===== config.mk =====
export PLATFORM = sky130hd
export DESIGN_NAME = multicycle_controller
export DESIGN_NICKNAME = d
export VERILOG_FILES = /design/src/rtl/mc_ctrl_pkg.sv /design/src/rtl/multicycle_controller_alu_control.sv /design/src/rtl/multicycle_controller.sv
export SDC_FILE = /design/constraint.sdc
export NUM_CORES = 1
export LEC_CHECK = 0
export CAP_MARGIN = 20
export CELL_PAD_IN_SITES_DETAIL_PLACEMENT = 2
export CELL_PAD_IN_SITES_GLOBAL_PLACEMENT = 2
export CORE_MARGIN = 3
export CORE_UTILIZATION = 21
export CTS_BUF_LIST = sky130_fd_sc_hd__clkbuf_8
export DETAILED_ROUTE_END_ITERATION = 8
export PLACE_DENSITY_LB_ADDON = 0.05
export SLEW_MARGIN = 20
export SYNTH_ARGS = -nofsm -noshare
export SYNTH_HDL_FRONTEND = slang
export SYNTH_SLANG_ARGS = --single-unit

===== constraint.sdc =====
create_clock -name clk -period 5.1 [get_ports clk]
set_clock_uncertainty 0.15 [all_clocks]
set_input_delay 1.02 -clock clk [delete_from_list [all_inputs] [get_ports clk]]
set_output_delay 1.02 -clock clk [all_outputs]
set_load 0.005 [all_outputs]

===== src/rtl/mc_ctrl_pkg.sv =====
// Shared encodings for the multi-cycle accumulator CPU control unit: FSM states,
// opcodes, R-type function bits, ALU operations and datapath mux selects.
package mc_ctrl_pkg;

    typedef enum logic [3:0] {
        S_FETCH,
        S_DECODE,
        S_LD_MEM,
        S_LD_WB,
        S_ST_MEM,
        S_JMP,
        S_BRZ,
        S_RT_EXE,
        S_RT_WB,
        S_IM_EXE,
        S_IM_WB
    } state_t;

    typedef enum logic [1:0] {
        ALU_CLASS_NONE,
        ALU_CLASS_FETCH,
        ALU_CLASS_RTYPE,
        ALU_CLASS_IMM
    } alu_class_t;

    localparam logic [3:0] OP_LOAD   = 4'b0000;
    localparam logic [3:0] OP_STORE  = 4'b0001;
    localparam logic [3:0] OP_JUMP   = 4'b0010;
    localparam logic [3:0] OP_BRZ    = 4'b0100;
    localparam logic [3:0] OP_RTYPE  = 4'b1000;
    localparam logic [1:0] OP_IMM_HI = 2'b11;

    localparam int FUNC_W        = 9;
    localparam int FUNC_MOVETO   = 0;
    localparam int FUNC_MOVEFROM = 1;
    localparam int FUNC_ADD      = 2;
    localparam int FUNC_SUB      = 3;
    localparam int FUNC_AND      = 4;
    localparam int FUNC_OR       = 5;
    localparam int FUNC_NOT      = 6;
    localparam int FUNC_NOP      = 7;

    localparam logic [2:0] ALU_ADD    = 3'b000;
    localparam logic [2:0] ALU_SUB    = 3'b001;
    localparam logic [2:0] ALU_AND    = 3'b010;
    localparam logic [2:0] ALU_OR     = 3'b011;
    localparam logic [2:0] ALU_NOT_A  = 3'b100;
    localparam logic [2:0] ALU_PASS_B = 3'b101;
    localparam logic [2:0] ALU_PASS_A = 3'b110;

    localparam logic [1:0] SRCB_REG   = 2'b00;
    localparam logic [1:0] SRCB_ONE   = 2'b01;
    localparam logic [1:0] SRCB_IMM   = 2'b10;
    localparam logic [1:0] PCSRC_ALU  = 2'b00;
    localparam logic [1:0] PCSRC_JUMP = 2'b01;
    localparam logic       IORD_PC    = 1'b0;
    localparam logic       IORD_IR    = 1'b1;
    localparam logic       WB_ALU     = 1'b0;
    localparam logic       WB_MDR     = 1'b1;
    localparam logic       REGDST_R0  = 1'b0;
    localparam logic       REGDST_RI  = 1'b1;

    typedef struct packed {
        logic       pc_ld;
        logic       ir_ld;
        logic       mdr_ld;
        logic       mem_rd;
        logic       mem_wr;
        logic       iord;
        logic       alu_src_a;
        logic [1:0] alu_src_b;
        logic [1:0] pc_src;
        logic       reg_wr;
        logic       reg_dst;
        logic       wb_src;
    } ctrl_t;

    // Only a one-hot func selecting a real operation (MoveTo..NOT) writes back.
    function automatic logic func_writes(input logic [FUNC_W-1:0] f);
        return (f != '0) && ((f & (f - 9'd1)) == '0) && ((f >> FUNC_NOP) == '0);
    endfunction

endpackage


===== src/rtl/multicycle_controller_alu_control.sv =====
// ALU operation decode: fetch increments the PC, R-type decodes the one-hot func,
// immediates use opcode[1:0].
module alu_control
    import mc_ctrl_pkg::*;
(
    input  alu_class_t         alu_class,
    input  logic [1:0]         imm_op,
    input  logic [FUNC_W-1:0]  func,
    output logic [2:0]         alu_op
);

    always_comb begin
        alu_op = ALU_ADD;
        case (alu_class)
            ALU_CLASS_RTYPE: begin
                case (func)
                    9'd1 << FUNC_MOVETO:   alu_op = ALU_PASS_A;
                    9'd1 << FUNC_MOVEFROM: alu_op = ALU_PASS_B;
                    9'd1 << FUNC_ADD:      alu_op = ALU_ADD;
                    9'd1 << FUNC_SUB:      alu_op = ALU_SUB;
                    9'd1 << FUNC_AND:      alu_op = ALU_AND;
                    9'd1 << FUNC_OR:       alu_op = ALU_OR;
                    9'd1 << FUNC_NOT:      alu_op = ALU_NOT_A;
                    default:               alu_op = ALU_ADD;
                endcase
            end
            ALU_CLASS_IMM: begin
                case (imm_op)
                    2'b00:   alu_op = ALU_ADD;
                    2'b01:   alu_op = ALU_SUB;
                    2'b10:   alu_op = ALU_AND;
                    default: alu_op = ALU_OR;
                endcase
            end
            default: alu_op = ALU_ADD;
        endcase
    end

endmodule


===== src/rtl/multicycle_controller.sv =====
// Moore control FSM for the 16-bit multi-cycle accumulator CPU.
// Optional build macro MC_MEM_WAIT_EN adds mem_ready and stalls memory states on it.
module multicycle_controller
    import mc_ctrl_pkg::*;
(
    input  logic              clk,
    input  logic              rst,
    input  logic [3:0]        opcode,
    input  logic [FUNC_W-1:0] func,
    input  logic              acc_zero,
`ifdef MC_MEM_WAIT_EN
    input  logic              mem_ready,
`endif
    output logic              pc_ld,
    output logic              ir_ld,
    output logic              mdr_ld,
    output logic              mem_rd,
    output logic              mem_wr,
    output logic              iord,
    output logic              alu_src_a,
    output logic [1:0]        alu_src_b,
    output logic [2:0]        alu_op,
    output logic [1:0]        pc_src,
    output logic              reg_wr,
    output logic              reg_dst,
    output logic              wb_src
);

    state_t     state_q, state_d;
    ctrl_t      ctrl, ctrl_out;
    alu_class_t alu_class;
    logic [2:0] alu_op_w;
    logic       mem_done;

`ifdef MC_MEM_WAIT_EN
    assign mem_done = mem_ready;
`else
    assign mem_done = 1'b1;
`endif

    always_ff @(posedge clk) begin
        if (rst) begin
            state_q <= S_FETCH;
        end else begin
            state_q <= state_d;
        end
    end

    always_comb begin
        state_d = state_q;
        ctrl    = '0;
        case (state_q)
            S_FETCH: begin
                ctrl.mem_rd    = 1'b1;
                ctrl.iord      = IORD_PC;
                ctrl.alu_src_a = 1'b0;
                ctrl.alu_src_b = SRCB_ONE;
                ctrl.pc_src    = PCSRC_ALU;
                ctrl.ir_ld     = mem_done;
                ctrl.pc_ld     = mem_done;
                if (mem_done) state_d = S_DECODE;
            end
            S_DECODE: begin
                if (opcode[3:2] == OP_IMM_HI) begin
                    state_d = S_IM_EXE;
                end else begin
                    case (opcode)
                        OP_LOAD:  state_d = S_LD_MEM;
                        OP_STORE: state_d = S_ST_MEM;
                        OP_JUMP:  state_d = S_JMP;
                        OP_BRZ:   state_d = S_BRZ;
                        OP_RTYPE: state_d = S_RT_EXE;
                        default:  state_d = S_FETCH;
                    endcase
                end
            end
            S_LD_MEM: begin
                ctrl.mem_rd = 1'b1;
                ctrl.iord   = IORD_IR;
                ctrl.mdr_ld = mem_done;
                if (mem_done) state_d = S_LD_WB;
            end
            S_LD_WB: begin
                ctrl.reg_wr  = 1'b1;
                ctrl.reg_dst = REGDST_R0;
                ctrl.wb_src  = WB_MDR;
                state_d      = S_FETCH;
            end
            S_ST_MEM: begin
                ctrl.mem_wr = 1'b1;
                ctrl.iord   = IORD_IR;
                if (mem_done) state_d = S_FETCH;
            end
            S_JMP: begin
                ctrl.pc_src = PCSRC_JUMP;
                ctrl.pc_ld  = 1'b1;
                state_d     = S_FETCH;
            end
            S_BRZ: begin
                ctrl.pc_src = PCSRC_JUMP;
                ctrl.pc_ld  = acc_zero;
                state_d     = S_FETCH;
            end
            S_RT_EXE: begin
                ctrl.alu_src_a = 1'b1;
                ctrl.alu_src_b = SRCB_REG;
                ctrl.reg_dst   = (func == (9'd1 << FUNC_MOVETO)) ? REGDST_RI : REGDST_R0;
                state_d        = S_RT_WB;
            end
            S_RT_WB: begin
                // Selects stay as in RT_EXE so the write target matches the computed value.
                ctrl.alu_src_a = 1'b1;
                ctrl.alu_src_b = SRCB_REG;
                ctrl.reg_dst   = (func == (9'd1 << FUNC_MOVETO)) ? REGDST_RI : REGDST_R0;
                ctrl.reg_wr    = func_writes(func);
                ctrl.wb_src    = WB_ALU;
                state_d        = S_FETCH;
            end
            S_IM_EXE: begin
                ctrl.alu_src_a = 1'b1;
                ctrl.alu_src_b = SRCB_IMM;
                state_d        = S_IM_WB;
            end
            S_IM_WB: begin
                ctrl.reg_wr  = 1'b1;
                ctrl.reg_dst = REGDST_R0;
                ctrl.wb_src  = WB_ALU;
                state_d      = S_FETCH;
            end
            default: state_d = S_FETCH;
        endcase
    end

    always_comb begin
        alu_class = ALU_CLASS_NONE;
        case (state_q)
            S_FETCH:           alu_class = ALU_CLASS_FETCH;
            S_RT_EXE, S_RT_WB: alu_class = ALU_CLASS_RTYPE;
            S_IM_EXE:          alu_class = ALU_CLASS_IMM;
            default:           alu_class = ALU_CLASS_NONE;
        endcase
    end

    alu_control u_alu_control (
        .alu_class (alu_class),
        .imm_op    (opcode[1:0]),
        .func      (func),
        .alu_op    (alu_op_w)
    );

    // Reset blanks every strobe combinationally so nothing fires while rst is high.
    assign ctrl_out  = rst ? '0 : ctrl;
    assign alu_op    = rst ? ALU_ADD : alu_op_w;
    assign pc_ld     = ctrl_out.pc_ld;
    assign ir_ld     = ctrl_out.ir_ld;
    assign mdr_ld    = ctrl_out.mdr_ld;
    assign mem_rd    = ctrl_out.mem_rd;
    assign mem_wr    = ctrl_out.mem_wr;
    assign iord      = ctrl_out.iord;
    assign alu_src_a = ctrl_out.alu_src_a;
    assign alu_src_b = ctrl_out.alu_src_b;
    assign pc_src    = ctrl_out.pc_src;
    assign reg_wr    = ctrl_out.reg_wr;
    assign reg_dst   = ctrl_out.reg_dst;
    assign wb_src    = ctrl_out.wb_src;

endmodule


# Word level (Yosys, flattened, before mapping)
# Index checks and enable logic that the tools add are counted.
# W data, S select, Z words.
[word_totals]
mem_bits_ro = 0
latch_bits = 0
n_memories = 0
reg_bits = 4
output_inout_bits = 17
inputBits = 16
wordCells = 63
mem_bits_rw = 0
[op_classes]
eq_ne = 25
bitwise_logic = 1
shifts = 0
reduce_logical = 14
mul = 0
n_addsub = 1
mux = 21
div_mod_pow = 0
magnitude_cmp = 0
[op_table]
columns = ["operator", "n"]
rows = [
  ["$eq A4 B3 Y1 const B", 5],
  ["$pmux W4 S5", 1],
  ["$logic_not A9 Y1", 2],
  ["$pmux W3 S6", 1],
  ["$eq A4 B4 Y1 const B", 4],
  ["$pmux W3 S5", 1],
  ["$mux W14", 1],
  ["$eq A4 B2 Y1 const B", 3],
  ["$pmux W2 S3", 2],
  ["$reduce_or A2 Y1", 6],
  ["$and A9 B9 Y9", 1],
  ["$eq A9 B1 Y1 const B", 1],
  ["$eq A9 B2 Y1 const B", 1],
  ["$eq A9 B4 Y1 const B", 1],
  ["$eq A9 B5 Y1 const B", 1],
  ["$eq A9 B6 Y1 const B", 1],
  ["$eq A9 B7 Y1 const B", 1],
  ["$mux W1", 9],
  ["$pmux W3 S3", 1],
  ["$reduce_bool A9 Y1", 1],
  ["$sub A9 B1 Y9 const B", 1],
  ["$eq A2 B2 Y1 const B", 4],
  ["$eq A4 B1 Y1 const B", 2],
  ["$logic_not A4 Y1", 2],
  ["other kinds (7)", 9],
]

# Logic depth before layout (Yosys ltp)
[logic_depth]
depth_word = 7
mapped_depth = 5
ltp_nobuf = 4

# Cells and area by module
# A second synthesis with hierarchy kept.
[unflattened]
hier_cells = 95
area_unflattened_um2 = 653.1
[modules_own_cells]
columns = ["mod", "n_inst", "seq_area_each_um2", "cells_per_inst", "area_each_um2"]
rows = [
  ["multicycle_controller", 1, 80.1, 76, 521.8],
  ["alu_control", 1, 0.0, 19, 131.4],
]

# Least setup slack after synthesis
# OpenSTA, ideal clock, no wires.
[synth_timing]
kind = "input to output"
startpoint = "input func[1]"
endpoint = "output reg_wr"
path_buffers = 0
path_stages = 4
arrival_ns = 2.075
required_time_ns = 3.930
slack_ns = 1.855
cell_sequence = "or3_4 > or4_1 > o21ai_1 > a32o_1"
[synth_between]
elab_chain_len = 7
elab_cells_between_ends = 8
classes_between = "1 x add/sub; 2 x mux; 1 x bitwise; 4 x reduce/logical"
[synth_lines]
columns = ["item", "line", "source"]
rows = [
  ["from (decl)", "multicycle_controller.sv:9", "input logic [FUNC_W-1:0] func,"],
  ["$sub A9 B1 Y9", "mc_ctrl_pkg.sv:80", "return (f != '0) && ((f & (f - 9'd1)) == '0) && ((f >> FUNC_NOP) == '0);"],
  ["$and A9 B9 Y9", "mc_ctrl_pkg.sv:80", ""],
  ["$logic_not A9 Y1", "mc_ctrl_pkg.sv:80", ""],
  ["$logic_and A1 B1 Y1 (*) (2 in a row)", "mc_ctrl_pkg.sv:80", ""],
  ["$pmux W1 S2 (*)", "multicycle_controller.sv:52", "case (state_q)"],
  ["$mux W14 (*)", "multicycle_controller.sv:152", "assign ctrl_out = rst ? '0 : ctrl;"],
  ["to (decl)", "multicycle_controller.sv:24", "output logic reg_wr,"],
]
# Mark *: on every way between the ends. The rest lies on a longest branch, timed or not.

# Worst setup path in the final report
[layout_timing]
startpoint = "input func[3]"
endpoint = "output reg_wr"
# The elaborated chain is that of the path after synthesis.

==> impl_metrics.ini <==
[logic_synthesis]
synth.distinct_cells = 37
synth_edf_count = 0
synth_top_family_by_area = simple AND/OR/NAND/NOR gates
yosys.area_share.simple = 0.4232
async_flop_share = 0
synth-seq-area-share = 0.1328
synthFlopType = dfxtp_1
synth_compound_area_frac = 0.2656
synthXorXnorAreaFrac = 0.1017
avgSynthCellArea_um2 = 6.627
syn-instance-count = 91
synth_area_um2 = 603.1
syn-num-nets = 107
synth-adder-area-share = 0
synth_seq_cells = 4
yosys_warnings = 0
synthMuxAreaShare = 0

[setup_path]
required_ps = 3930
r2r_slack_ps = 3720
crit_path_end_kind = output pin
cp.arrival_ps = 3200
crit_type = input pin to output pin
path_max_fanout = 7
start_kind = input pin

[die]
io_pins = 33
die_w_um = 59.59
dieArea_um2 = 3551
core_um2 = 2613
die_height_um = 59.59
num_rows = 18
start_util = 0.2308

[clock_tree]
clk_pin_slew_ps = 30
tritoncts = done
clockBufferDepth = 2
cts_setup_buffers = 0
worstSkewPairLatency_ps = 220
cts_resized = 0
hold_buffers = 0
cts_buffers = 3
htreeDepth = 1
cts.sinks = 4
clockRootBuffer = clkbuf_8

[pwr]
leakagePower_nw = 0.3228
power_per_cell_area_nw_per_um2 = 168.3
ir_drop_mv = 0.1189

[cells_and_area]
biggestRegsByFlops = state_q (4)
diodes = 0
layout-drive-gt1-share = 0.06034
largest_register_ffs = 4
synthToLayoutAreaGrowth_pct = 57.47
fin_nets = 134
top_register = state_q

[timing]
rsz0062_at_grt = no
hold_slack_ps = 451.7
setup_tns_ps = 0
fmax_mhz = 228.7
min_period_ps = 4372
worst_slew_pin_slew_ps = 521.2
finalCritPeriodShare = 0.8572
slew_viol_final = 0
finalSetupViolCount = 0
relSlewSlack = 0.6521
finalHoldViolations = 0

[placed_design]
place.detailed.hpwl_mm = 1.686
gp_congestion = 0.7385
io_buffers = 31

[routing]
ant_nets = 0
firstDrtPassIters = 4
drt_wl_total_mm = 2.167
drt-initial-drc-count = 5
dr_total_vias = 766
viasPerCell = 5.247
wl_per_cell_um = 14.84
route.detailed.drc = 0

[global_routing]
grt_use_total = 0.1314
grt_pass1_vias = 830
grt_first_pass_wirelength_mm = 3.677
grt_max_degree = 15
overflow = 0
antenna_found_initial = 0

[job]
drv_cap = 0

[worst_hold_path]
hp-class = flop to flop

[outcome]
outcome = completed
## final timing paths
check | start | end | depth (start not counted)
worst max-delay path | func[3] | reg_wr | 6
worst min register to register | state_q[3]$_SDFF_PP0_ | state_q[2]$_SDFF_PP0_ | 1
worst min-delay path | state_q[3]$_SDFF_PP0_ | state_q[2]$_SDFF_PP0_ | 1
worst max register to register | state_q[0]$_SDFF_PP0_ | state_q[2]$_SDFF_PP0_ | 2
## placed cells by master (no fill, tap or decap), types with 2 or more instances in the layout
cell	netlist	routed
a21oi_1	4	4
o21ai_1	2	2
and3_1	3	3
clkbuf_8	0	3
xor2_1	5	5
nand2_1	4	4
clkdlybuf4s50_1	0	31
nand2b_1	4	4
nand3_1	2	2
nor3_1	6	6
o21ai_0	10	10
nor2_1	8	8
and2_1	2	2
nor4_1	4	4
or2_2	2	2
xnor2_1	2	2
a211oi_1	2	2
dfxtp_1	4	4
## per-layer routing
layer / routed length [µm] / GRT usage / vias up
met4: 18 / 0.02848 / 0
met2: 881 / 0.2184 / 30
met1: 1099 / 0.1785 / 349
met3: 167 / 0.01961 / 2
met5: 0 / 0 / -
li1: - / - / 385
## cell type report
cell class                 count  area, µm²
clock buffer                   3      41.29
fill                         321       1663
multi-input combinational     78      480.5
sequential                     4      80.08
tap                           30      37.54
timing repair buffer          31      310.3
## metrics by stage
stage | power, mW | setup slack (ps) | instances | cell area, µm² | util
global placement | 0.09270 | 770.8 | 143 | 908.4 | 0.3477
CTS | 0.1615 | 716.9 | 146 | 949.7 | 0.3635
detailed placement | 0.09388 | 722.1 | 143 | 908.4 | 0.3477
global route | 0.1724 | 631.9 | 146 | 949.7 | 0.3635
finish | 0.1598 | 728.2 | 146 | 949.7 | 0.3635
floorplan | 0.06567 | 1855 | 91 | 603.1 | -
## worst max-delay path, stage by stage
cell and delay (ps):
clkdlybuf4s50_1 530, or3_4 430, or4_1 480, o21ai_1 90, a32o_1 150, clkdlybuf4s50_1 500
## where the power goes
group,internal (mW),leakage [nW],switching [mW]
combinational,0.0299,0.268,0.0231
sequential,0.0334,0.0327,0.00665
clock,0.0503,0.0216,0.0164
total,0.114,0.323,0.0462
## logic make-up (layout without fill, tap and decap cells)
family	count (synthesis)	after routing
buf+inv	9	34
other cells	1	1
flops	4	4
simple gates	44	44
compound gates	26	26
xor+xnor	7	7
## cell usage after synthesis (2+ instances only)
cell type,instances,area (µm²)
nand3_1,2,10.01
and2_1,2,12.51
nand2_1,4,15.01
nor2_1,8,30.03
buf_4,2,15.01
nor4_1,4,25.02
or2_2,2,12.51
o21ai_0,10,50.05
xor2_1,5,43.79
clkbuf_1,6,22.52
o21ai_1,2,10.01
a211oi_1,2,15.01
xnor2_1,2,17.52
dfxtp_1,4,80.08
nor3_1,6,30.03
a21oi_1,4,20.02
and3_1,3,18.77
nand2b_1,4,25.02
No activity file was read; power rests on OpenSTA's default activity.
